[src/rtl/timer_pkg.sv]
// Shared register offsets, CTRL bit positions and the address decoder for
// the timer peripheral.
package timer_pkg;

   localparam logic [7:0] TIMER_CTRL  = 8'h00;
   localparam logic [7:0] TIMER_COUNT = 8'h04;
   localparam logic [7:0] TIMER_VALUE = 8'h08;

   localparam int unsigned CTRL_EN      = 0;
   localparam int unsigned CTRL_IE      = 1;
   localparam int unsigned CTRL_PEND    = 2;
   localparam int unsigned CTRL_ONESHOT = 3;
   localparam int unsigned CTRL_PRE_LSB = 8;

   typedef enum logic [1:0] {
      REG_CTRL,
      REG_COUNT,
      REG_VALUE,
      REG_NONE
   } reg_sel_e;

   // Only the low address byte is decoded; anything else is unmapped.
   function automatic reg_sel_e decode_offset(input logic [7:0] offset);
      reg_sel_e sel;
      case (offset)
         TIMER_CTRL:  sel = REG_CTRL;
         TIMER_COUNT: sel = REG_COUNT;
         TIMER_VALUE: sel = REG_VALUE;
         default:     sel = REG_NONE;
      endcase
      return sel;
   endfunction

endpackage

[src/rtl/timer_prescaler.sv]
// Prescaler: counts 0..prescale while enabled and emits a one-cycle tick on
// the terminal count, wrapping back to 0 on that tick.
module timer_prescaler #(
   parameter int unsigned PRESCALE_W = 8
) (
   input  logic                  clk,
   input  logic                  rst,
   input  logic                  enable,
   input  logic                  clear,
   input  logic [PRESCALE_W-1:0] prescale,
   output logic                  tick
);

   logic [PRESCALE_W-1:0] pre_cnt;

   assign tick = enable && (pre_cnt == prescale);

   // Prescaler counter: clear has priority, then wrap on tick, else count.
   always_ff @(posedge clk or posedge rst) begin
      if (rst) begin
         pre_cnt <= '0;
      end else if (clear || tick) begin
         pre_cnt <= '0;
      end else if (enable) begin
         pre_cnt <= pre_cnt + 1'b1;
      end
   end

endmodule

[src/rtl/timer.sv]
// Memory-mapped 32-bit timer: CTRL/COUNT/VALUE registers, prescaled
// up-counter with compare, periodic or one-shot mode, level interrupt.
module timer #(
   parameter int unsigned PRESCALE_W = 8
) (
   input  logic        clk,
   input  logic        rst,
   input  logic        we_i,
   input  logic [31:0] addr_i,
   input  logic [31:0] data_i,
   output logic [31:0] data_o,
   output logic        int_sig_o
);

   import timer_pkg::*;

   logic                  enable;
   logic                  int_en;
   logic                  pending;
   logic                  oneshot;
   logic [PRESCALE_W-1:0] prescale;
   logic [31:0]           count;
   logic [31:0]           value;

   reg_sel_e              sel;
   logic                  wr_ctrl;
   logic                  wr_count;
   logic                  wr_value;
   logic                  tick;
   logic                  expire;
   logic                  pre_clear;
   logic                  unused_addr;

   assign sel      = decode_offset(addr_i[7:0]);
   assign wr_ctrl  = we_i && (sel == REG_CTRL);
   assign wr_count = we_i && (sel == REG_COUNT);
   assign wr_value = we_i && (sel == REG_VALUE);

   assign unused_addr = ^addr_i[31:8];

   // Writing CTRL with enable low restarts the prescaler phase.
   assign pre_clear = wr_ctrl && !data_i[CTRL_EN];

   timer_prescaler #(
      .PRESCALE_W (PRESCALE_W)
   ) u_prescaler (
      .clk      (clk),
      .rst      (rst),
      .enable   (enable),
      .clear    (pre_clear),
      .prescale (prescale),
      .tick     (tick)
   );

   // A software COUNT write on the same edge suppresses the expiry entirely,
   // so neither pending nor the one-shot disable fire in that cycle.
   assign expire = tick && (value != '0) && ((count + 32'd1) == value) && !wr_count;

   // CTRL fields: hardware pending-set beats W1C; one-shot disable beats a
   // written enable of 1 only when the expiry actually happens.
   always_ff @(posedge clk or posedge rst) begin
      if (rst) begin
         enable   <= 1'b0;
         int_en   <= 1'b0;
         pending  <= 1'b0;
         oneshot  <= 1'b0;
         prescale <= '0;
      end else begin
         if (wr_ctrl) begin
            enable   <= data_i[CTRL_EN] && !(expire && oneshot);
            int_en   <= data_i[CTRL_IE];
            oneshot  <= data_i[CTRL_ONESHOT];
            prescale <= data_i[CTRL_PRE_LSB +: PRESCALE_W];
         end else if (expire && oneshot) begin
            enable   <= 1'b0;
         end

         if (expire) begin
            pending <= 1'b1;
         end else if (wr_ctrl && data_i[CTRL_PEND]) begin
            pending <= 1'b0;
         end
      end
   end

   // COUNT: software write wins over the tick; otherwise reload or increment.
   always_ff @(posedge clk or posedge rst) begin
      if (rst) begin
         count <= '0;
      end else if (wr_count) begin
         count <= data_i;
      end else if (tick) begin
         count <= expire ? '0 : count + 32'd1;
      end
   end

   // VALUE: plain read/write register; compare this cycle uses the old value.
   always_ff @(posedge clk or posedge rst) begin
      if (rst) begin
         value <= '0;
      end else if (wr_value) begin
         value <= data_i;
      end
   end

   // Combinational read mux; unmapped offsets and unused CTRL bits read 0.
   always_comb begin
      data_o = '0;
      case (sel)
         REG_CTRL: begin
            data_o[CTRL_EN]                     = enable;
            data_o[CTRL_IE]                     = int_en;
            data_o[CTRL_PEND]                   = pending;
            data_o[CTRL_ONESHOT]                = oneshot;
            data_o[CTRL_PRE_LSB +: PRESCALE_W]  = prescale;
         end
         REG_COUNT: data_o = count;
         REG_VALUE: data_o = value;
         default:   data_o = '0;
      endcase
   end

   assign int_sig_o = pending && int_en;

endmodule
[config.mk]
export PLATFORM = sky130hd
export DESIGN_NAME = timer
export DESIGN_NICKNAME = d
export VERILOG_FILES = /design/src/rtl/timer_pkg.sv /design/src/rtl/timer_prescaler.sv /design/src/rtl/timer.sv
export SDC_FILE = /design/constraint.sdc
export NUM_CORES = 1
export LEC_CHECK = 0
export ABC_AREA = 1
export CAP_MARGIN = 25
export CELL_PAD_IN_SITES_DETAIL_PLACEMENT = 0
export CELL_PAD_IN_SITES_GLOBAL_PLACEMENT = 2
export CORE_ASPECT_RATIO = 1.25
export CORE_UTILIZATION = 29
export DETAILED_ROUTE_END_ITERATION = 16
export PLACE_DENSITY_LB_ADDON = 0.1
export SKIP_LAST_GASP = 1
export SLEW_MARGIN = 20
export SYNTH_ARGS = -nofsm -noshare
export SYNTH_HDL_FRONTEND = slang
export SYNTH_HIERARCHICAL = 1
export SYNTH_SLANG_ARGS = --single-unit
[constraint.sdc]
create_clock -name clk -period 3.1 [get_ports clk]
set_input_delay 0.62 -clock clk [delete_from_list [all_inputs] [get_ports clk]]
set_output_delay 0.62 -clock clk [all_outputs]
set_load 0.02 [all_outputs]
Word-level counts from Yosys, hierarchy flattened
Cells that the tools add are included.

storage, ports and cells
  output and inout port bits = 33
  bits in registers = 84
  bits of input ports = 67
  word-level logic and storage cells = 53

operators by class
  $add $sub $neg = 2
  mux-type cells = 14
  reductions and logical operators = 23
  eq/ne operators = 6

operators with widths
  cell                     number
  $mux W32                 3
  $add A32 B1 Y32 const B  1
  $eq A32 B32 Y1           1
  $pmux W16 S2             1
  $reduce_bool A32 Y1      1
  $pmux W8 S3              1
  $mux W8                  2
  $logic_and A1 B1 Y1      12
  $pmux W4 S3              1
  $add A8 B1 Y8 const B    1
  $eq A8 B3 Y1 const B     1
  $eq A8 B4 Y1 const B     1
  $eq A8 B8 Y1             1
  $logic_not A8 Y1         1
  $pmux W4 S2              1
  $reduce_bool A2 Y1       4
  $pmux W2 S3              1
  $mux W1                  4
  $logic_not A1 Y1         3
  $eq A2 B1 Y1 const B     1
  $eq A2 B2 Y1 const B     1
  $logic_not A2 Y1         1
  $logic_or A1 B1 Y1       1

Longest topological paths before layout
  depth after elaboration = 10
  depth in mapped cells = 19
  gate-level depth less buffers = 17

Hierarchy
Netlist, hierarchy kept.

modules (own cells, without submodules)
  module           seq. area each (um^2)  cells each  times used  area an instance (um^2)
  timer            1,901.8                956         1           5,746.8
  timer_prescaler  200.2                  96          1           631.9

Worst setup path before layout
OpenSTA, ideal clock, no wires.

  path kind = input-to-output
  start = input port addr_i[1]
  end = output port data_o[2]
  stages = 8
  path slack = 0.256 ns
  path buffers = 2
  data arrival time = 2.224 ns
  data required time = 2.480 ns
  path through = nor2_1 > nand3_1 > nor3_1 > ha_1 > clkbuf_1 > clkbuf_1 > nand2_1 > a31oi_1

on the way
  word-level cells in the longest chain between the ends = 4
  elaborated cells between the ends (all ways) = 8
  classes of those cells = 4 x eq/ne; 2 x mux; 2 x reduce/logical

ends and longest elaborated chain
  item                                        RTL line         text
  from (decl)                                 timer.sv:9       input logic [31:0] addr_i,
  $eq A8 B4 Y1, or another cell as far along  timer_pkg.sv:25  case (offset)
  $pmux W2 S3 (*)                             timer_pkg.sv:25
  $eq A2 B2 Y1, or another cell as far along  timer.sv:109     case (sel)
  $pmux W4 S3 (*)                             timer.sv:109
  to (decl)                                   timer.sv:11      output logic [31:0] data_o,

Every way passes the cells marked *; elsewhere a longest branch is shown, timed or not.

Worst setup path in the final report
  start = input port addr_i[3]
  end = output port data_o[5]

on the way
  word-level cells in the longest chain between the ends = 4
  elaborated cells between the ends (all ways) = 7
  classes of those cells = 4 x eq/ne; 2 x mux; 1 x reduce/logical

ends and longest elaborated chain
  item                                          RTL line
  $eq A8 B4 Y1, or another cell as far along    timer_pkg.sv:25
  $pmux W2 S3 (*)                               timer_pkg.sv:25
  $eq A2 B2 Y1 or $eq A2 B1 Y1 (tied branches)  timer.sv:109
  $pmux W4 S2 (*)                               timer.sv:109

Marks and branches as above.

==> results_dict.tcl <==
set metrics [dict create \
    fillerInstances 2419 \
    fmax_mhz 325 \
    drt-initial-drc-count 258 \
    tritoncts "built" \
    ir_drop_mv 0.273 \
    die_w_um 135 \
    grt_use_met3_pct 2.92 \
    vias 6721 \
    mostFrequentLayoutCells "nand2_1, inv_1, nor2_1" \
    design.die.area_sq_um 22600 \
    grt_pass1_vias 6724 \
    vias_per_cell 4.70 \
    grt_use_met2_pct 39.8 \
    port_buffers 75 \
    p_leak_nw 3.89 \
    fin_cells 1430 \
    hold_viol 0 \
    mostFrequentLayoutCell "nand2_1" \
    grt_usage_pct 21.9 \
    num_antenna_cells 0 \
    grtUsageMet1_pct 26.3 \
    avgSynthCellArea_sq_um 6.06 \
    placedCellCount 1407 \
    antenna_left 0 \
    min_period_ps 3070 \
    final.setup_skew_ps 11.4 \
    wire_per_inst_um 16.5 \
    syn_nets 1124 \
    tns_ps 0 \
    drt-total-wl_um 23600 \
    cap_violations 0 \
    synthDistinctLibCells 33 \
    place.gp.congestion 0.838 \
    tightest_slew_ps 629 \
    drive_gt1_share_pct 11.7 \
    crit_type "input port to primary output" \
    ff_latch_area_sq_um 2100 \
    rsz0062_at_grt "yes" \
    multi_input_area_sq_um 3690 \
    clock-sinks 84 \
    top_usage_layer "met2" \
    hold_path_depth 2 \
    hpwl_um 17900 \
    reg2reg_depth 16 \
    antenna_found_initial 0 \
    worst_ep_required_time_ps 2480 \
    syn_area_sq_um 6380 \
    powerDensity_nw_per_um2 603 \
    slew_headroom_pct 58.1 \
    end_kind "primary output" \
    cts_max_level 3 \
    cts_max_path_buffers 2 \
    drt_first_pass_iters 5 \
    hold_buffers 0 \
    grt_pass1_wl_um 37500 \
    path_max_fanout 20 \
    die_height_um 168 \
    insertion_delay_ps 360 \
    rows 60 \
    start_util_pct 29.6 \
    drcViolationCount 0 \
    cts.clk_slew.worst_paths_ps 70 \
    synth_cells 1052 \
    ys_seq_elements 84 \
    cts-buffers-inserted 9 \
    yosysSeqAreaShare_pct 33.0 \
    setup_viol 0 \
    cts_root_buf "clkbuf_16" \
    worstPathArrival_ps 2450 \
    timing.final.crit_share_pct 99.2 \
    finalMaxSlewViolations 0 \
    ys_warn_count 6 \
    ios 100 \
    power_w 0.00492 \
    nets 1218 \
    start_kind "input port" \
    hp-class "flop to flop" \
    overflow 0 \
    syn_to_final_growth_pct 27.8 \
    grt_max_degree 39 \
    status "completed" \
    design.core.area_sq_um 21500 \
]
## power by group
part / internal [W] / switching [W]
sequential: 0.00137 / 0.000426
combinational: 0.000720 / 0.00121
clock: 0.000696 / 0.000502
## state kept, by name, indices dropped and copies added (netlist names)
| name | count |
|---|---|
| oneshot | 1 |
| pending | 1 |
| u_prescaler/pre_cnt | 8 |
| count | 32 |
| enable | 1 |
| value | 32 |
| int_en | 1 |
| prescale | 8 |
## final cells by class
cell class,count,share of cell area [%]
Clock buffer,12,3.27
Timing Repair Buffer,116,13.4
Inverter,158,7.29
Sequential cell,84,25.8
Tap cell,279,4.28
Multi-Input combinational cell,777,45.3
Clock inverter,4,0.691
## synthesized netlist by cell type
| cell type | count | area [sq um] |
|---|---|---|
| o211ai_1 | 1 | 7.51 |
| clkbuf_1 | 29 | 109 |
| and3_1 | 2 | 12.5 |
| nand2_4 | 1 | 11.3 |
| nand4_1 | 4 | 25.0 |
| nor3_2 | 1 | 10.0 |
| nor2_2 | 4 | 25.0 |
| nor2_4 | 5 | 56.3 |
| ha_1 | 5 | 62.6 |
| nand2_1 | 403 | 1510 |
| nor2_1 | 118 | 443 |
| xor2_1 | 9 | 78.8 |
| inv_2 | 5 | 18.8 |
| xnor3_1 | 1 | 22.5 |
| inv_1 | 153 | 574 |
| o22ai_1 | 31 | 194 |
| a31oi_1 | 12 | 75.1 |
| o21ai_0 | 50 | 250 |
| dfrtp_1 | 84 | 2100 |
| o31ai_1 | 1 | 7.51 |
| nor3_1 | 4 | 20.0 |
| nor2_8 | 1 | 20.0 |
| nand3b_1 | 16 | 120 |
| nand3_1 | 55 | 275 |
| a21oi_1 | 38 | 190 |
| mux2i_1 | 1 | 10.0 |
| and2_1 | 1 | 6.26 |
| buf_6 | 4 | 45.0 |
| xnor2_1 | 3 | 26.3 |
| nand3_2 | 1 | 10.0 |
| o21ai_1 | 1 | 5.00 |
| a21oi_2 | 1 | 8.76 |
| nand2_2 | 7 | 43.8 |
## path summary, 6_finish.rpt
| kind | endpoint | start | slack [ps] |
|---|---|---|---|
| setup reg to reg | enable | count[1] | 330 |
| max in group asynchronous | count[22] | rst | 1640 |
| min in group asynchronous | u_prescaler/pre_cnt[6] | rst | 570 |
| hold / removal | oneshot | oneshot | 530 |
| hold reg to reg | oneshot | oneshot | 530 |
| setup / recovery | data_o[5] | addr_i[3] | 30 |
## layer usage
| layer | vias up | share of wire [%] |
|---|---|---|
| met4 | 0 | 2.2 |
| met3 | 30 | 2.5 |
| li1 | 3457 | - |
| met1 | 3128 | 44 |
| met2 | 106 | 52 |
| met5 | - | 0 |
## what timing repair did
| item | 4_1_cts | 5_1_grt |
|---|---|---|
| gates cloned | 2 | 0 |
| setup endpoints to repair | 61 | 65 |
| hold endpoints to repair | 0 | 0 |
| setup buffers | 5 | 1 |
| pin swaps | 5 | 2 |
| resized for setup | 139 | 36 |
## critical path, stage by stage
cell and delay, ps:
dlygate4sd2_1 330, inv_1 120, nor3_4 200, inv_1 90, buf_4 140, ha_2 280, buf_12 170, a21oi_1 200
clkdlybuf4s15_2 300
## logic make-up (layout without fill, tap and decap cells)
kind of cell,after synthesis,count (layout),share of synthesized area [%]
xor gates and xnor gates,13,13,2.00
AOI/OAI and AO/OA,135,135,11.6
and+or+nand+nor,623,623,40.6
DFF,84,84,33.0
adders and majority gates,5,5,0.981
buffers and inverters,191,290,11.7
muxes,1,1,0.157
## metrics by stage
stage	worst slack, ps	cell area (sq um)	util, %	hold WS (ps)
after floorplan	256	6380	-	436
after global routing	-125	8150	37.8	567
after CTS	22.5	8160	37.9	526
after global placement	-607	7670	35.6	506
final	26.0	8150	37.8	526
after detailed placement	-613	7670	35.6	509
(Power assumes the default switching activity.)
==> RTL edit, RTL diff (same flow settings) <==
`PRESCALE_W` is set to 8 in 2 places; all go to 6.
--- a/src/rtl/timer_prescaler.sv
+++ b/src/rtl/timer_prescaler.sv
@@ -3,3 +3,3 @@
 module timer_prescaler #(
-   parameter int unsigned PRESCALE_W = 8
+   parameter int unsigned PRESCALE_W = 6
 ) (
--- a/src/rtl/timer.sv
+++ b/src/rtl/timer.sv
@@ -3,3 +3,3 @@
 module timer #(
-   parameter int unsigned PRESCALE_W = 8
+   parameter int unsigned PRESCALE_W = 6
 ) (
Behaviour: not the same (a bounded check fails within 4 cycles, from zero or initial values and one cycle with rst high).
==> RTL edit against the unedited design <==
Synthesized area down 4.1%. Hold slack worse by 2.8 ps. Cell area down 2.8%. Setup slack improved by 230 ps. Sequential cell count shrank 4. Power is 0.94% lower. Synthesized cell count shrank 2.8%. Critical path depth rose by 3. Routed wire length is 2.1% lower. Core utilization grew 0.38 points. Critical path type unchanged. Largest power group unchanged.
==> RTL edit: results (changes against the unedited design) <==
- Status: completed
- Worst Skew: 11.0 ps (-0.351 ps)
- Biggest regs: count x32, value x32
- Mean Syn Cell Area: 5.98 sq um (-1.4%)
- HPWL after DPL: 16900 um (-5.7%)
- GR met1 Demand/Resource: 26.3% (+0.078 points)
- Post-synth top cells: 396 x nand2_1, 159 x inv_1, 113 x nor2_1
- Top delay family on crit path: buffers and inverters
- Total wire length: 23100 um (-2.1%)
- Hold WC Path Type: in2async
- Net count after synthesis: 1095 (-2.6%)
- Critical path fanouts, max: 6 (-70%)
- Cells after DPL: 1373 (-2.4%)
- Drt first pass iters: 6 (+1)
- Clock transition at the registers of the reported paths: 70 ps (about the same)
- Number of synthesis warnings: 6 (unchanged)
- Wire length per cell: 16.5 um (+0.32%)
- Synth unique cells: 36 (+9.1%)
- Post-synth ARST share: 100% (unchanged)
- Register area share after synthesis: 32.7% (-0.22 points)
- GRT Resource Usage Total: 22.1% (+0.18 points)
- H-tree depth: 3 (unchanged)
- Fillers: 2363 (-2.3%)
- Root buffer cell: clkbuf_16
- Worst-Skew Late Latency: 360 ps (about the same)
- Arr. time, crit path: 2220 ps (-230 ps)
- First-pass GRT wire length: 36300 um (-3.3%)
- Number of DRC markers in iteration 0: 267 (+3.5%)
- I/O Buffers: 75 (unchanged)
- Peak VDD IR: 269 uV (-1.4%)
- M3 GR Usage: 2.81% (-0.11 points)
- Fin nets: 1188 (-2.5%)
- Worst reg2reg path depth: 16 (unchanged)
- Synth area leaders: dfrtp_1 33%, nand2_1 24%, inv_1 9.8%, nor2_1 6.9%, nand3_1 5.8%
- Share of cells above drive strength 1: 12.0% (+0.22 points)
- Pin count of the biggest net entering global routing: 65 (+67%)
- R2R Path End: count[4]$_DFFE_PP0P_
- # diodes: 0 (unchanged)
- Antenna violations before repair: 0 (unchanged)
- GR Util met2: 41.3% (+1.5 points)
- Slew margin rel.: 60.1% (+2.0 points)
- CP startpoint: addr_i[4]
- Pre-CTS WS: -659 ps (-45.5 ps)
- R2R Setup Slk: 270 ps (-60 ps)
- Slowest cell on the critical path: buf_2
- Int Pwr: 2740 uW (-1.4%)
- P_leak: 0.00393 uW (+0.99%)
- Reg2reg start: count[7]$_DFFE_PP0P_
- Gpl congestion: 0.824 (-1.6%)
- Max incr delay on CP: 190 ps (-140 ps)
- TritonCTS buffer count: 9 (unchanged)
- Total number of vias: 6454 (-4.0%)
- Routed Antenna Nets: 0 (unchanged)
- Clock Path Buffers: 2 (unchanged)
- Hold Slack: 523 ps (-2.76 ps)
[RTL edit: cell count changes in the layout (fill, tap and decap cells not counted), sizes merged, moves of 4 or more]
cell          unedited run  this run
dlygate4sd2              8         0
buf                     55        67
dlymetal6s2s             0         8
nand3b                  16         6
a21oi                   39        31
xor2                     9         5
clkbuf                  27        11
dfrtp                   84        80
inv                    157       164
nand3                   56        72
nand2                  411       403
[RTL edit: what timing repair did]
action                     CTS  global route
pin swaps                    5             8
cloned                       0             2
setup endpoints to repair   66            66
hold endpoints to repair     0             0
resized for setup          165            16
hold buffers                 0             0
buffers inserted             2             2
[RTL edit: worst max path at each step]
stage | cells past startpoint | to | slack, ps
floorplan | 8 | data_o[0] | 260
global placement | 11 | data_o[10] | -640
detailed placement | 11 | data_o[10] | -660
CTS | 10 | data_o[27] | -5
global route | 15 | count[1]$_DFFE_PP0P_ | 30
finish | 12 | data_o[9] | 260
[RTL edit: per-layer routing]
metal / routed length, um / vias up
met3: 652 / 14
met2: 12000 / 109
met5: 0 / -
met1: 10100 / 2982
met4: 295 / 0
li1: - / 3349
[RTL edit: worst register-to-register path: cells and delay by family, from the launching register on]
kind,cells,cell delay [ps]
DFF,1,480
and+or+nand+nor,15,2020
buffers and inverters,1,230
[RTL edit: cell type report]
type / count / area (sq um) / area share (%)
inverters: 163 / 614 / 7.75
repair buffers: 113 / 1110 / 14.0
well taps: 274 / 343 / 4.33
multi-input cells: 749 / 3530 / 44.5
clock inverters: 7 / 103 / 1.29
flip-flops and latches: 80 / 2000 / 25.3
clock buffers: 9 / 225 / 2.84
[RTL edit: power by group through the flow]
stage	clock network [uW]	registers, uW	logic [uW]
finish	1230	1730	1910
global route	1300	1800	2200
CTS	1260	1730	1930
detailed placement	0	1750	1910
global placement	0	1750	1910
floorplan	0	1600	1400
[RTL edit: metrics by stage]
step / TNS [ps] / util (%) / cell area (sq um)
after detailed placement: -34830 / 36.0 / 7460
after CTS: -4.81 / 37.6 / 7800
after global placement: -34020 / 36.0 / 7460
final: 0 / 38.2 / 7930
after floorplan: 0 / - / 6120
after global routing: 0 / 38.2 / 7930
[RTL edit: logic make-up after synthesis]
family                   share of synthesized area, %
AO/OA/AOI/OAI                                    10.9
AND/OR/NAND/NOR                                  41.7
buffers and inverters                            12.3
flip-flops                                       32.7
multiplexers                                    0.164
XOR/XNOR                                         1.23
adder cells (fa/ha/maj)                          1.02
